$ cat src/rtl/store_buffer.sv
`default_nettype none
// store_buffer: in-order write-back store buffer with youngest-wins byte forwarding to loads.
// Rev 1.0 | optional feature macro STORE_BUF_COALESCE_EN (merge into youngest non-head entry).
module store_buffer #(
  parameter int DEPTH  = 4,
  parameter int ADDR_W = 32,
  parameter int DATA_W = 32
) (
  input  logic                         clk_i,
  input  logic                         rst_ni,
  input  logic                         st_valid_i,
  output logic                         st_ready_o,
  input  logic [ADDR_W-1:0]            st_addr_i,
  input  logic [DATA_W-1:0]            st_data_i,
  input  logic [DATA_W/8-1:0]          st_be_i,
  input  logic [ADDR_W-1:0]            ld_addr_i,
  output logic                         ld_hit_o,
  output logic                         ld_partial_o,
  output logic [DATA_W-1:0]            ld_data_o,
  input  logic                         drain_req_i,
  output logic                         mem_req_valid_o,
  input  logic                         mem_req_ready_i,
  output logic [ADDR_W-1:0]            mem_req_addr_o,
  output logic [DATA_W-1:0]            mem_req_data_o,
  output logic [DATA_W/8-1:0]          mem_req_be_o,
  output logic                         empty_o,
  output logic [$clog2(DEPTH+1)-1:0]   count_o
);

  localparam int BE_W  = DATA_W / 8;
  localparam int PTR_W = $clog2(DEPTH);
  localparam logic [ADDR_W-1:0] ADDR_MASK = ~ADDR_W'(BE_W - 1);

  logic [ADDR_W-1:0] addr_q [DEPTH];
  logic [DATA_W-1:0] data_q [DEPTH];
  logic [BE_W-1:0]   be_q   [DEPTH];

  logic [PTR_W:0]    head_q, head_d, tail_q, tail_d, count;
  logic [PTR_W-1:0]  head_idx, tail_idx;
  logic              full, coal, push, pop;
  logic [ADDR_W-1:0] st_waddr, ld_waddr;

  assign head_idx = head_q[PTR_W-1:0];
  assign tail_idx = tail_q[PTR_W-1:0];
  // Extra wrap bit makes the pointer difference the exact occupancy (DEPTH is a power of two).
  assign count    = tail_q - head_q;
  assign full     = (count == (PTR_W+1)'(DEPTH));
  assign st_waddr = st_addr_i & ADDR_MASK;
  assign ld_waddr = ld_addr_i & ADDR_MASK;

`ifdef STORE_BUF_COALESCE_EN
  logic [PTR_W-1:0] young_idx;
  assign young_idx  = tail_idx - PTR_W'(1);
  // The head may be mid-handshake, so merging is only allowed into a non-head youngest entry.
  assign coal       = (count >= (PTR_W+1)'(2)) && (addr_q[young_idx] == st_waddr);
  assign st_ready_o = !drain_req_i && (!full || coal);
`else
  assign coal       = 1'b0;
  assign st_ready_o = !drain_req_i && !full;
`endif

  assign push   = st_valid_i && st_ready_o;
  assign pop    = mem_req_valid_o && mem_req_ready_i;
  assign head_d = head_q + (PTR_W+1)'(pop);
  assign tail_d = tail_q + (PTR_W+1)'(push && !coal);

  always_ff @(posedge clk_i or negedge rst_ni) begin
    if (!rst_ni) begin
      head_q <= '0;
      tail_q <= '0;
      for (int i = 0; i < DEPTH; i++) begin
        addr_q[i] <= '0;
        data_q[i] <= '0;
        be_q[i]   <= '0;
      end
    end else begin
      head_q <= head_d;
      tail_q <= tail_d;
      if (push && !coal) begin
        addr_q[tail_idx] <= st_waddr;
        data_q[tail_idx] <= st_data_i;
        be_q[tail_idx]   <= st_be_i;
      end
`ifdef STORE_BUF_COALESCE_EN
      if (push && coal) begin
        be_q[young_idx] <= be_q[young_idx] | st_be_i;
        for (int b = 0; b < BE_W; b++) begin
          if (st_be_i[b]) data_q[young_idx][8*b +: 8] <= st_data_i[8*b +: 8];
        end
      end
`endif
    end
  end

  assign mem_req_valid_o = (count != '0);
  assign empty_o         = (count == '0);
  assign count_o         = count;
  assign mem_req_addr_o  = addr_q[head_idx];
  assign mem_req_data_o  = data_q[head_idx];
  assign mem_req_be_o    = be_q[head_idx];

  logic [BE_W-1:0]   fwd_be;
  logic [DATA_W-1:0] fwd_data;

  // Walk entries oldest to youngest in logical order so later stores overwrite earlier bytes.
  always_comb begin
    fwd_be   = '0;
    fwd_data = '0;
    for (int i = 0; i < DEPTH; i++) begin
      logic [PTR_W-1:0] idx;
      idx = head_idx + PTR_W'(i);
      if (((PTR_W+1)'(i) < count) && (addr_q[idx] == ld_waddr)) begin
        fwd_be = fwd_be | be_q[idx];
        for (int b = 0; b < BE_W; b++) begin
          if (be_q[idx][b]) fwd_data[8*b +: 8] = data_q[idx][8*b +: 8];
        end
      end
    end
  end

  assign ld_hit_o     = &fwd_be;
  assign ld_partial_o = (|fwd_be) && !(&fwd_be);
  assign ld_data_o    = ld_hit_o ? fwd_data : '0;

endmodule
`default_nettype wire

$ cat config.mk
export PLATFORM = sky130hd
export DESIGN_NAME = store_buffer
export DESIGN_NICKNAME = d
export VERILOG_FILES = /design/src/rtl/store_buffer.sv
export SDC_FILE = /design/constraint.sdc
export NUM_CORES = 1
export LEC_CHECK = 0
export ABC_AREA = 0
export CAP_MARGIN = 20
export CELL_PAD_IN_SITES_DETAIL_PLACEMENT = 1
export CELL_PAD_IN_SITES_GLOBAL_PLACEMENT = 1
export CORE_UTILIZATION = 42
export CTS_CLUSTER_DIAMETER = 150
export DETAILED_ROUTE_END_ITERATION = 7
export HOLD_SLACK_MARGIN = 0.03
export PLACE_DENSITY = 0.8
export SETUP_SLACK_MARGIN = 0.4
export SKIP_LAST_GASP = 1
export SYNTH_ARGS = -nofsm -noshare
export SYNTH_HDL_FRONTEND = slang
export SYNTH_SLANG_ARGS = --single-unit
$ cat constraint.sdc
create_clock -name clk_i -period 4 [get_ports clk_i]
set_input_delay 0.4 -clock clk_i [delete_from_list [all_inputs] [get_ports clk_i]]
set_output_delay 0.4 -clock clk_i [all_outputs]
set_load 0.02 [all_outputs]
==> Word-level counts from Yosys, hierarchy flattened <==
Cells that the tools add are included.
{ "word_totals": {"word_cells": 127, "in_bits": 105, "regBits": 278} }
{ "classes": {"bitwise_logic": 8, "order_cmp": 10, "reduce_logical": 16, "n_eq_ne": 5, "addsub": 6, "mux": 68} }
{ "op_table": {"columns": ["operator", "count"], "rows": [
  ["two-way mux 32 bit", 22],
  ["binary-select mux 32 bit (select 2 bit)", 8],
  ["bitwise mux 128 bit", 2],
  ["equality test 32 bit", 4],
  ["two-way mux 8 bit", 16],
  ["demux 32 bit (select 2 bit)", 1],
  ["two-way mux 4 bit", 13],
  ["binary-select mux 4 bit (select 2 bit)", 4],
  ["bitwise mux 16 bit", 1],
  [">= comparator 3 bit, second input constant", 5],
  ["NOT 2 -> 3 bit", 5],
  ["OR 4 bit", 3],
  ["logical AND 1 bit", 9],
  ["demux 4 bit (select 2 bit)", 1],
  ["adder 3 x 1 -> 3 bit", 2],
  ["less-than comparator 1 x 3 -> 1 bit, first input constant", 2],
  ["less-than comparator 2 x 3 -> 1 bit, first input constant", 2],
  ["adder 2 bit, second input constant", 2],
  ["AND reduction 4 bit", 1],
  ["OR reduction 4 bit", 1],
  ["equality test 3 bit, second input constant", 1],
  ["zero test 1 bit", 3],
  ["zero test 3 bit", 1],
  ["less-than comparator 3 x 1 -> 1 bit, second input constant", 1],
  ["3 further kinds", 3]
]} }

==> Longest topological paths before layout <==
{ "logic_depth": {"depth_word": 16, "depth_mapped": 19, "depth_no_buf": 14} }

==> Worst setup path before layout <==
No wires, ideal clock.
{ "synth_path": {"path_kind": "register -> output", "startpoint": "register tail_q[0]", "endpoint": "output ld_data_o[25]", "path_buffers": 3, "path_slack_ps": -517, "t_arrival_ps": 4117, "required_ps": 3600, "path_stages_with_launch": 16, "cell_sequence": "dfrtp_1 > inv_1 > ha_1 > fa_1 > xnor3_1 > a221o_1 > a2111o_1 > a2111oi_0 > and3_1 > buf_2 > nand4_1 > and3_1 > clkbuf_1 > clkbuf_1 > a21o_1 > a211oi_1"} }
{ "synth_between": {"elab_chain_cells": 12} }
{ "synth_rtl": {"columns": ["item", "line", "rtl"], "rows": [
  ["from (decl)", "38", "logic [PTR_W:0] head_q, head_d, tail_q, tail_d, count;"],
  ["from (signal assigned)", "78", "tail_q <= tail_d;"],
  ["subtractor 3 bit *", "46", "assign count = tail_q - head_q;"],
  ["less-than comparator 1 x 3 -> 1 bit", "112", "if (((PTR_W+1)'(i) < count) && (addr_q[idx] == ld_waddr)) begin"],
  ["logical AND 1 bit", "112", null],
  ["two-way mux 4 bit", "112", null],
  ["OR 4 bit", "113", "fwd_be = fwd_be | be_q[idx];"],
  ["two-way mux 4 bit", "112", null],
  ["OR 4 bit", "113", null],
  ["two-way mux 4 bit", "112", null],
  ["OR 4 bit", "113", null],
  ["two-way mux 4 bit", "112", null],
  ["AND reduction 4 bit", "121", "assign ld_hit_o = &fwd_be;"],
  ["two-way mux 32 bit *", "123", "assign ld_data_o = ld_hit_o ? fwd_data : '0;"],
  ["to (decl)", "19", "output logic [DATA_W-1:0] ld_data_o,"]
]} }
Every way passes the cells marked *; elsewhere a longest branch is shown, timed or not.

==> Final worst setup path <==
{ "layout_path": {"startpoint": "register head_q[1]", "endpoint": "output ld_data_o[10]"} }
{ "layout_between": {"elab_chain_cells": 15} }
{ "layout_rtl": {"columns": ["item", "line", "rtl"], "rows": [
  ["from (decl)", "38", null],
  ["from (signal assigned)", "69", "head_q <= '0;"],
  ["from (signal assigned)", "77", "head_q <= head_d;"],
  ["parallel branches: the longest is 14 deep, another holds adder 2 x 1 -> 2 bit", null, null],
  ["two-way mux 32 bit *", "123", null]
]} }
Mark *: on every way between the ends. The select of a mux whose other input is x is not followed.

==> results.cfg <==
[sta]
maxSlewViolCount = 0
worst_slew_pin_slew_ns = 0.955
setup_viol = 34
hold_violations = 0
fin_skew_ns = 0.0392
min_period_ns = 5.06
fin_ws_ns = -1.06
period_share_pct = 127
tns_ns = -30.74
max_freq_mhz = 198
rsz0062_at_grt = yes
slew_headroom_pct = 36.3

[final_layout]
syn2layout_area_growth_pct = 46.5
drive_gt1_share_pct = 48.2
fin_nets = 2466

[clock_network]
path_clk_slew_ns = 0.06
clockBufferDepth = 3
cts-root-buf = clkbuf_16
cts_tree = yes
numCtsBuffers = 34
htree_levels = 2
insertion_delay_ns = 0.58
clock_sinks = 270

[run_status]
status = finished, violations left
violations = setup timing

[floorplan]
num_rows = 78
initial_core_util_pct = 42.9
core-area_um2 = 45700
die_h_um = 218
ioPinCount = 213
die_area_um2 = 47500
dieWidth_um = 218

[synthesis]
synth_top_area_share_pct = 34.5
yosysMostFrequentCell = mux2_2
yosysWarnings = 0
synthesis.area_um2 = 19600
ys_top_cells_by_count = 308 x mux2_2, 270 x dfrtp_1, 254 x mux2i_1
ys_types = 91
synthTopCellsByArea = dfrtp_1 34%, mux2_2 18%, mux2i_1 13%
ys_seq_area_share_pct = 34.5
synth_seq_cells = 270
syn_area_per_cell_um2 = 11.0
synth_edf_count = 0
async_flop_share_pct = 100
synthesis.instances = 1787
synth_ff_type = dfrtp_1
synth_top_area_cell = dfrtp_1

[critical_path]
cp_slowest_cell = dfrtp_4
worst_setup_path_end_kind = output port
r2r_cells = 11
cpPeakStageDelay_ns = 0.43
ff2ff_setup_slack_ns = 0.53
crit_fanout = 13
cp.required_ns = 3.60
reg2reg_from = head_q[1]$_DFF_PN0_
crit_buf_inv = 6
cpMostUsedCell = buf_4
cp_cell_sequence = buf_6 > buf_12 > buf_4 > mux2i_2 > xnor2_1 > nor4_1 > a22oi_2 > nor4b_4 > buf_4 > nand3_4 > buf_4 > a211oi_1 > nor3_1 > a2111oi_4 > buf_4
cpLargestDelayFamily = buffers and inverters
reg2reg_to = data_q[67]$_DFFE_PN0P_
criticalPathCategory = register to output port
arrival_ns = 4.66
startpoint_type = register

[global_route]
grt_max_degree = 112
grt_pass1_vias = 20700
grt.overflow.total = 0
antenna_found_initial = 5
track_usage_pct = 38.0
grt_pass1_wl_um = 135000

[route]
drt-initial-drc-count = 1576
ant_nets = 0
wl_per_cell_um = 31.1
drc = 0
dr_total_vias = 19100
routed_wl_um = 92900
vias_per_cell = 6.41
firstDrtPassIters = 5

[power]
peakVddDrop_mv = 0.792
power_density_nw_per_um2 = 1040
leakage_nw = 12.6

[placement]
place_hpwl_um = 59400
io_buffers = 206
gp_congestion = 0.979
pre_cts_slack_ns = -0.980

[run]
cap_violations = 0

[worst_hold_path]
hp-class = primary input to async pin
==> layer usage <==
metal	GRT usage, %	part of all wire [%]	vias to the layer above
met2	65.3	50	938
met3	6.56	5.9	302
met5	0	0	-
met4	18.3	5.3	0
met1	45.8	39	9971
li1	-	-	7926
==> cells in the final DEF (no fill, tap or decap), types with 18 or more instances in the layout <==
cell type / instances
nor2_1: 69
buf_6: 62
mux2_2: 306
nor3_1: 18
nand4_1: 20
a221oi_2: 27
o21ai_0: 24
dfrtp_1: 268
mux4_2: 27
a21oi_1: 45
o211a_4: 18
inv_1: 32
a211oi_1: 41
mux2i_1: 201
buf_12: 36
xnor2_1: 73
nor2b_1: 21
mux2i_4: 20
mux2i_2: 36
and2_1: 24
clkdlybuf4s50_1: 164
nand2_1: 37
clkbuf_16: 36
buf_4: 403
==> cell type report <==
type / instances / area [µm²]
timing repair buffer: 689 / 6550
fill: 4584 / 17000
antenna: 4 / 10.0
multi-input combinational: 1324 / 13300
sequential: 270 / 6760
clock inverter: 17 / 169
clock buffer: 45 / 972
tap: 600 / 751
inverter: 36 / 145
==> power breakdown <==
group,total [mW],internal [mW],switching [mW]
combinational,20.8,9.84,11.0
sequential,5.65,4.13,1.52
clock,3.24,1.86,1.38
==> kinds of logic after synthesis <==
group	Yosys count	synth area share (%)
fa+ha+maj	6	0.421
other cells	1	0.0191
buf+inv	194	5.01
simple gates	292	8.34
mux	594	34.2
compound gates	323	12.6
xor+xnor	107	4.85
flops	270	34.5
==> registers in the layout (all words and copies together) (netlist names) <==
register	cells
tail_q	3
addr_q	120
be_q	16
head_q	3
data_q	128
==> timing repair <==
item                       4_1_cts  5_1_grt
setup buffers                   58       11
gates resized for setup        371      100
hold endpoints to repair       109        0
setup endpoints to repair       71       61
hold buffers                     1        0
gates cloned                     5        2
pin swaps                       47       12
==> how the worst max path moves through the flow <==
stage / startpoint / cells past startpoint / end
6_report: head_q[1]$_DFF_PN0_ / 15 / ld_data_o[10]
5_1_grt: head_q[1]$_DFF_PN0_ / 15 / ld_data_o[10]
4_1_cts: head_q[1]$_DFF_PN0_ / 17 / ld_data_o[11]
3_5_place_dp: head_q[0]$_DFF_PN0_ / 14 / ld_data_o[18]
3_3_place_gp: head_q[0]$_DFF_PN0_ / 14 / ld_data_o[18]
2_1_floorplan: head_q[1]$_DFF_PN0_ / 18 / ld_data_o[16]
==> stage by stage <==
stage | power, mW | hold WS (ns) | std cells | instance area, µm² | util, %
final | 29.7 | 0.493 | 2985 | 28700 | 62.9
after global routing | 30.6 | 0.545 | 2983 | 28700 | 62.8
after CTS | 28.3 | 0.520 | 2968 | 28200 | 61.8
after detailed placement | 23.3 | 0.517 | 2842 | 25400 | 55.6
after global placement | 22.4 | 0.505 | 2842 | 25400 | 55.6
after floorplan | 15.1 | 0.104 | 1788 | 20100 | -
Note: power is estimated with default switching activity, not from simulation.
